[config.mk]
export PLATFORM = sky130hd
export DESIGN_NAME = pe_window_gen_flat
export DESIGN_NICKNAME = d
export VERILOG_FILES = /design/src/rtl/pe_window_gen_if.sv /design/src/rtl/pe_window_gen.sv /design/src/flat_wrapper.sv
export SDC_FILE = /design/constraint.sdc
export NUM_CORES = 1
export LEC_CHECK = 0
export CELL_PAD_IN_SITES_DETAIL_PLACEMENT = 1
export CELL_PAD_IN_SITES_GLOBAL_PLACEMENT = 2
export CORE_ASPECT_RATIO = 0.8
export CORE_MARGIN = 5
export CORE_UTILIZATION = 25
export DETAILED_ROUTE_END_ITERATION = 7
export PLACE_DENSITY = 0.5
export SYNTH_ARGS = -nofsm -noshare
export SYNTH_HDL_FRONTEND = slang
export SYNTH_SLANG_ARGS = --single-unit
[constraint.sdc]
create_clock -name i_clk -period 2.97 [get_ports i_clk]
set_clock_uncertainty 0.2 [all_clocks]
set_input_delay 0.594 -clock i_clk [delete_from_list [all_inputs] [get_ports i_clk]]
set_output_delay 0.594 -clock i_clk [all_outputs]
set_load 0.01 [all_outputs]
[src/rtl/pe_window_gen_if.sv]
// Handshake bundle between the pixel source, the window generator and the
// downstream PE stage: pixel stream in, packed 3x3x2 windows out.
interface pe_window_gen_if #(
   parameter int BIT_W = 8
);
   logic                    i_pix_valid;
   logic                    o_pix_ready;
   logic [2*BIT_W-1:0]      i_pix_data;
   logic                    o_win_valid;
   logic                    i_win_ready;
   logic [18*BIT_W-1:0]     o_win_data;
   logic                    o_frame_done;

   // Source/sink side: drives pixels and the downstream ready.
   modport master (
      output i_pix_valid, i_pix_data, i_win_ready,
      input  o_pix_ready, o_win_valid, o_win_data, o_frame_done
   );

   // Window generator side.
   modport slave (
      input  i_pix_valid, i_pix_data, i_win_ready,
      output o_pix_ready, o_win_valid, o_win_data, o_frame_done
   );
endinterface

[src/rtl/pe_window_gen.sv]
// 3x3x2 sliding-window generator for the 2-channel convolution PE.
// Takes a raster-scan pixel stream, keeps the two previous rows in line
// buffers and emits one packed window per pixel once row>=2 and col>=2
// (valid convolution, no padding). Output is a single register stage whose
// ready feeds straight back to the pixel side, so a stalled window freezes
// the whole pipeline.
module pe_window_gen #(
   parameter int IMG_W = 8,
   parameter int IMG_H = 8,
   parameter int BIT_W = 8
) (
   input  logic           i_clk,
   input  logic           i_rst_n,
   pe_window_gen_if.slave bus
);
   localparam int PIX_W = 2 * BIT_W;
   localparam int WIN_W = 18 * BIT_W;
   localparam int CW    = $clog2(IMG_W);
   localparam int RW    = $clog2(IMG_H);

   localparam logic [CW-1:0] COL_LAST = CW'(IMG_W - 1);
   localparam logic [RW-1:0] ROW_LAST = RW'(IMG_H - 1);

   typedef logic [PIX_W-1:0] pix_t;

   logic [CW-1:0]    col;
   logic [RW-1:0]    row;
   pix_t             lb0 [IMG_W];   // row r-1
   pix_t             lb1 [IMG_W];   // row r-2
   pix_t             win [3][3];    // [row][col], row 0 / col 0 oldest
   pix_t             nxt [3][3];
   logic [WIN_W-1:0] new_data;
   logic             win_valid;
   logic [WIN_W-1:0] win_data;
   logic             frame_done;
   logic             pix_ready;
   logic             acc;
   logic             emit;
   logic             last_pix;

   // Ready is purely a function of the output stage: no skid buffer.
   assign pix_ready = ~win_valid | bus.i_win_ready;
   assign acc       = bus.i_pix_valid & pix_ready;
   assign emit      = acc && (row >= RW'(2)) && (col >= CW'(2));
   assign last_pix  = (row == ROW_LAST) && (col == COL_LAST);

   assign bus.o_pix_ready  = pix_ready;
   assign bus.o_win_valid  = win_valid;
   assign bus.o_win_data   = win_data;
   assign bus.o_frame_done = frame_done;

   // Raster position of the pixel currently offered; wraps straight into the next frame.
   always_ff @(posedge i_clk or negedge i_rst_n) begin
      // NOTE: state is updated with non-blocking assignments so every flop samples pre-edge values.
      if (!i_rst_n) begin
         col <= '0;
         row <= '0;
      end else if (acc) begin
         if (col == COL_LAST) begin
            col <= '0;
            row <= (row == ROW_LAST) ? '0 : row + RW'(1);
         end else begin
            col <= col + CW'(1);
         end
      end
   end

   // Two-row line buffers: the column slot ages one row per accepted pixel.
   always_ff @(posedge i_clk or negedge i_rst_n) begin
      // NOTE: the buffers are flop arrays cleared by reset; a RAM macro would need this reset removed.
      if (!i_rst_n) begin
         for (int i = 0; i < IMG_W; i++) begin
            lb0[i] <= '0;
            lb1[i] <= '0;
         end
      end else if (acc) begin
         lb1[col] <= lb0[col];
         lb0[col] <= bus.i_pix_data;
      end
   end

   // Next window: shift columns left, new column from {lb1, lb0, incoming pixel}.
   always_comb begin
      // NOTE: every element is assigned on every pass, so no latch can be inferred.
      for (int r = 0; r < 3; r++) begin
         nxt[r][0] = win[r][1];
         nxt[r][1] = win[r][2];
      end
      nxt[0][2] = lb1[col];
      nxt[1][2] = lb0[col];
      nxt[2][2] = bus.i_pix_data;
   end

   // Pack channel-major, then row, then column, MSB first; samples pass through untouched.
   always_comb begin
      new_data = '0;
      for (int r = 0; r < 3; r++) begin
         for (int c = 0; c < 3; c++) begin
            new_data[WIN_W-1-BIT_W*(r*3+c) -: BIT_W]     = nxt[r][c][PIX_W-1 -: BIT_W];
            new_data[WIN_W-1-BIT_W*(9+r*3+c) -: BIT_W]   = nxt[r][c][BIT_W-1:0];
         end
      end
   end

   // Window shift register advances on every accepted pixel, emitted or not.
   always_ff @(posedge i_clk or negedge i_rst_n) begin
      if (!i_rst_n) begin
         for (int r = 0; r < 3; r++) begin
            for (int c = 0; c < 3; c++) begin
               win[r][c] <= '0;
            end
         end
      end else if (acc) begin
         win <= nxt;
      end
   end

   // Output stage: a new window replaces the old one in the same cycle it is taken.
   always_ff @(posedge i_clk or negedge i_rst_n) begin
      if (!i_rst_n) begin
         win_valid  <= 1'b0;
         win_data   <= '0;
         frame_done <= 1'b0;
      end else begin
         frame_done <= acc && last_pix;
         if (emit) begin
            win_valid <= 1'b1;
            win_data  <= new_data;
         end else if (bus.i_win_ready) begin
            win_valid <= 1'b0;
         end
      end
   end
endmodule

[src/flat_wrapper.sv]
// flat-port wrapper written by rule: the top's interface ports become plain ports
module pe_window_gen_flat 
#(
   parameter int IMG_W = 8,
   parameter int IMG_H = 8,
   parameter int BIT_W = 8
)
  (i_clk, i_rst_n, bus_i_pix_valid, bus_i_pix_data, bus_i_win_ready, bus_o_pix_ready, bus_o_win_valid, bus_o_win_data, bus_o_frame_done);
  pe_window_gen_if #(.BIT_W(BIT_W)) bus_i ();
  input  logic i_clk;
  input  logic i_rst_n;
  input wire logic [$bits(bus_i.i_pix_valid)-1:0] bus_i_pix_valid;
  input wire logic [$bits(bus_i.i_pix_data)-1:0] bus_i_pix_data;
  input wire logic [$bits(bus_i.i_win_ready)-1:0] bus_i_win_ready;
  output wire logic [$bits(bus_i.o_pix_ready)-1:0] bus_o_pix_ready;
  output wire logic [$bits(bus_i.o_win_valid)-1:0] bus_o_win_valid;
  output wire logic [$bits(bus_i.o_win_data)-1:0] bus_o_win_data;
  output wire logic [$bits(bus_i.o_frame_done)-1:0] bus_o_frame_done;
  assign bus_i.i_pix_valid = bus_i_pix_valid;
  assign bus_i.i_pix_data = bus_i_pix_data;
  assign bus_i.i_win_ready = bus_i_win_ready;
  assign bus_o_pix_ready = bus_i.o_pix_ready;
  assign bus_o_win_valid = bus_i.o_win_valid;
  assign bus_o_win_data = bus_i.o_win_data;
  assign bus_o_frame_done = bus_i.o_frame_done;
  pe_window_gen #(.IMG_W(IMG_W), .IMG_H(IMG_H), .BIT_W(BIT_W)) u_core (.i_clk(i_clk), .i_rst_n(i_rst_n), .bus(bus_i));
endmodule
Word-level counts from Yosys, hierarchy flattened

Index checks and enable logic that the tools add are counted.

Flip-flop bits (word level): 504
Input port bits: 20
Output and inout bits: 147
Logic and storage cells: 60

$add $sub $neg: 2
Order comparisons: 4
Equal/unequal tests: 2
Multiplexer cells: 14
Bitwise operators: 4
Reductions and logical operators: 7

Operator list:

| operator                                                              | number |
|---|---|
| 128-bit bitwise mux                                                   | 2 |
| 16-bit binary-select mux with 3-bit select                            | 2 |
| 16-bit 2-to-1 mux                                                     | 5 |
| 16-bit demux with 3-bit select                                        | 1 |
| 3-bit by 1-bit adder with 3-bit output, second input constant         | 2 |
| 3-bit equality test, second input constant                            | 2 |
| 3-bit by 2-bit >= comparator with 1-bit output, second input constant | 2 |
| 3-bit 2-to-1 mux                                                      | 2 |
| 1-bit logical AND                                                     | 5 |
| 4-bit >= comparator, second input constant                            | 1 |
| 4-bit by 1-bit < comparator with 1-bit output, second input constant  | 1 |
| 3-bit NOT with 4-bit output                                           | 1 |
| 1-bit 2-to-1 mux                                                      | 2 |
| 2-bit AND reduction                                                   | 1 |
| 2-bit nonzero test                                                    | 1 |
| 1-bit AND                                                             | 1 |
| 1-bit NOT                                                             | 1 |
| 1-bit bitwise OR                                                      | 1 |

Longest topological paths before layout

Depth in word-level cells: 6
Depth in mapped cells: 9
Mapped depth without buffers: 5

Worst setup path after synthesis

OpenSTA, ideal clock, no wires.

Kind: register to register
Start: register u_core.col[0]
End: register u_core.win_data[77], in the netlist u_core.bus.o_win_data[77]
Setup time: 0.125 ns
Arrival: 1.896 ns
Required time: 2.645 ns
Path slack: 0.750 ns
Cell stages (with the launch flop): 10
Path buffers: 4
Period minus slack after synthesis: 2.220 ns
Cells stage by stage: dfrtp_1 -> buf_6 -> inv_1 -> ha_1 -> or3_1 -> nand4_1 -> buf_4 -> buf_6 -> buf_6 -> mux2_2

Longest elaborated chain between the ends: 2

Ends and longest elaborated chain:

| element                                        | RTL line             | text |
|---|---|---|
| start: declaration                             | pe_window_gen.sv:26  | `logic [CW-1:0] col;` |
| start signal: assignment                       | pe_window_gen.sv:63  | `col <= col + CW'(1);` |
| 3-bit by 2-bit >= comparator with 1-bit output | pe_window_gen.sv:44  | `assign emit = acc && (row >= RW'(2)) && (col >= CW'(2));` |
| 1-bit logical AND                              | pe_window_gen.sv:44  |  |
| end signal: assignment                         | pe_window_gen.sv:128 | `win_data <= new_data;` |
| end: declaration                               | pe_window_gen.sv:34  | `logic [WIN_W-1:0] win_data;` |

No other way between the ends.
A chain may end at the register's enable or synchronous reset.

Worst setup path after layout

Start: input bus_i_win_ready
End: output bus_o_pix_ready

Longest elaborated chain between the ends: 1

Ends and longest elaborated chain:

| element            | RTL line            | text |
|---|---|---|
| start: declaration | flat_wrapper.sv:14  | `input wire logic [$bits(bus_i.i_win_ready)-1:0] bus_i_win_ready;` |
| 1-bit bitwise OR   | pe_window_gen.sv:42 | `assign pix_ready = ~win_valid \| bus.i_win_ready;` |
| end: declaration   | flat_wrapper.sv:15  | `output wire logic [$bits(bus_i.o_pix_ready)-1:0] bus_o_pix_ready;` |

No other way between the ends.

==> impl_metrics.toml <==
[run_status]
result_of_the_run = "finished clean"

[routing]
wl_per_cell_um = 20.8
vias = 11369
vias_per_cell = 4.38
routed_wl_mm = 54.1
post-route-drc-count = 0
dr.first_iter.drc_count = 462
dr.pass1.iters = 4
detail-route-antenna-nets = 0

[power]
power_uw = 31800
ir_drop_mv = 0.485
pwr-share-seq = 0.379
power.leakage_uw = 0.0112
netSwitchingPower_uw = 10200
share_comb_of_total_power = 0.401
switching_share = 0.320
cellPowerDensity_nw_per_um2 = 1220
share_clk_of_total_power = 0.220
internal_power_contribution_uw = 21600

[setup_path]
r2r_setup_slack_ns = 0.45
r2r_cells = 6
crit_fanout = 24
family_with_the_most_delay_on_the_worst_path = "buffers and inverters"
worst_ep_required_time_ns = 2.18
timing.critical_path.slowest_cell_delay_ns = 0.57
critPathCaptureType = "output port"
crit_path_start_kind = "primary input"
timing.critical_path.buf_inv = 3
slowest_stage = "clkdlybuf4s50_1"
worst_path_most_repeated_cell = "clkdlybuf4s50_1"
regToRegStartpoint = "u_core.col[1]$_DFFE_PN0P_"
cp_data_arrival_time_ns = 1.96
path_cells = "clkdlybuf4s50_1 > nand2b_2 > buf_12 > clkdlybuf4s50_1"
r2r-end = "u_core.bus.o_win_data[128]$_DFFE_PN0P_"
critPathKind = "in -> out"

[cts]
cts.htree.levels = 2
clk-insertion-delay-late_ns = 0.63
numCtsBuffers = 56
cts-root-buf = "clkbuf_16"
tritoncts = "yes"
post_cts_resize_count = 0
cts_buffer_depth = 3
clock_slew_seen_by_the_registers_of_the_worst_setup_and_hold_paths_ns = 0.06
cts_num_sinks = 504

[placement]
dpl.hpwl_mm = 33.6
port_buffers = 166
place_inst = 2500
routabilityCongestion = 0.665

[timing]
fin_crit_ns = 2.76
grt_setup_unrepaired = "no"
fmax_mhz = 363
timing.final.max_slew_violations = 0
portion_of_the_clock_cycle_consumed_by_the_worst_path_in_the_final_layout = 0.928
totalNegativeSetupSlack_ns = 0
worstMarginPinSlew_ns = 0.638
slew-limit-headroom = 0.575
final-hold-violation-count = 0
report.final.setup_viol = 0

[synth]
yosys_register_bits = 504
syn-cell-area_sq_um = 21100
syn_area_per_cell_sq_um = 16.7
synth_edf_count = 0
yosysTopAreaCell = "dfrtp_1"
syn_inst = 1264
synth_most_common_cell = "dfrtp_1"
async_reset_ff_frac = 1.00
synth_largest_type_area_fraction = 0.598
synth_nets = 1290
ys.warnings.count = 0
synth_top_cells_by_count = "504 x dfrtp_1, 416 x mux2_2, 64 x mux4_2, 61 x mux2_4, 46 x buf_2"
synth.distinct_cells = 27
synth_top_cells_by_area = "dfrtp_1 60%, mux2_2 22%, mux4_2 6.8%"
ys_dominant_reg_cell = "dfrtp_1"
synth_seq_area_share = 0.598

[finish]
layout-area-overhead-vs-synth_pct = 23.9
fin_cells = 2598
count_of_inserted_antenna_diode_cells = 0
nets = 1470
share_of_post_route_cells_with_drive_strength_above_1 = 0.466

[global_route]
grt_pass1_wl_mm = 84.7
grt_max_degree = 82
number_of_antenna_violations_at_the_first_check_in_global_routing = 3
via_count_of_the_first_global_routing_pass = 13001
overflow = 0
grt_usage = 0.121

[die]
die_w_um = 335
coreArea_sq_um = 83800
dieArea_sq_um = 90200
std_cell_rows = 95
floorplan.die.height_um = 270
start_util = 0.252
boundaryPins = 167

[worst_hold_path]
min_delay_worst_endpoint = "u_core.lb0[54]$_DFFE_PN0P_"
hold_path_class = "reg -> reg"
worstHoldPathCells = 1
worst_hold_startpoint = "u_core.lb0[54]$_DFFE_PN0P_"

[flow_run]
drv_cap = 0
[flip-flops by register name (all words and copies together), names as in the netlist]
register / count
u_core.new_data: 96
u_core.bus.o_win_data: 144
u_core.lb0: 128
u_core.row: 3
u_core.col: 3
u_core.lb1: 128
u_core.bus.o_win_valid: 1
u_core.bus.o_frame_done: 1
[layout make-up]
type | count | area, sq um
multi-input combinational | 645 | 7840
timing repair buffer | 218 | 2330
fill | 8614 | 57700
sequential | 504 | 12600
tap | 1115 | 1400
clock buffer | 79 | 1640
clock inverter | 18 | 215
inverter | 19 | 71.3
[timing repair]
action                                 in CTS  in global routing
endpoints found under the hold margin      39                  0
hold buffers                                1                  0
setup buffers                               0                  0
[per-stage QoR]
stage / hold slack [ns] / setup WS, ns / area, sq um / util
CTS: 0.288 / 0.196 / 26100 / 0.312
detailed placement: 0.271 / 0.189 / 24200 / 0.289
finish: 0.284 / 0.214 / 26100 / 0.312
global placement: 0.267 / 0.185 / 24200 / 0.289
global route: 0.299 / 0.185 / 26100 / 0.312
floorplan: 0.0984 / 0.750 / 21100 / -
[power by group through the flow]
stage          Sequential [uW]  Combinational (uW)  Clock (uW)
6_report                 12000               12700        7000
5_1_grt                  12500               13800        7600
4_1_cts                  12100               13100        7330
3_5_place_dp             12200               13100           0
3_3_place_gp             12100               12800           0
2_1_floorplan            12000                7930           0
[worst reg2reg max path, cell delays in order (launching register included)]
cell     delay, ns
dfrtp_2       0.57
ha_1          0.26
or3_1         0.33
nand4_1       0.18
buf_4         0.23
buf_12        0.24
mux2_2        0.41
[how the worst max path moves through the flow]
| stage | from | end | slack, ns | depth (start not counted) |
|---|---|---|---|---|
| 2_1_floorplan | u_core.col[0]$_DFFE_PN0P_ | u_core.bus.o_win_data[77]$_DFFE_PN0P_ | 0.75 | 9 |
| 3_3_place_gp | bus_i_win_ready | bus_o_pix_ready | 0.19 | 4 |
| 3_5_place_dp | bus_i_win_ready | u_core.bus.o_win_data[117]$_DFFE_PN0P_ | 0.19 | 7 |
| 4_1_cts | bus_i_win_ready | bus_o_pix_ready | 0.20 | 4 |
| 5_1_grt | bus_i_win_ready | bus_o_pix_ready | 0.18 | 4 |
| 6_report | bus_i_win_ready | bus_o_pix_ready | 0.21 | 4 |
[layout by cell type (no fill, tap or decap), types with 19 or more instances in the layout]
cell type	count
a21oi_1	34
buf_12	22
buf_4	29
clkbuf_16	57
clkdlybuf4s50_1	164
dfrtp_1	501
inv_1	19
mux2_2	416
mux2_4	61
mux2i_1	33
mux4_2	64
[routing by layer]
layer	vias to the layer above	global-route usage	wire, um
met3	77	0.0207	1710
met5	-	0	0
li1	4955	-	-
met4	0	0.0283	1030
met1	6208	0.163	24500
met2	129	0.203	26800
[logic make-up after synthesis]
logic type                 synth area share
adders and majority gates           0.00356
AOI/OAI and AO/OA                   0.00831
DFF                                   0.598
and+or+nand+nor                     0.00677
buffers and inverters                0.0300
muxes                                 0.353
Power figures use the tool's default switching activity.
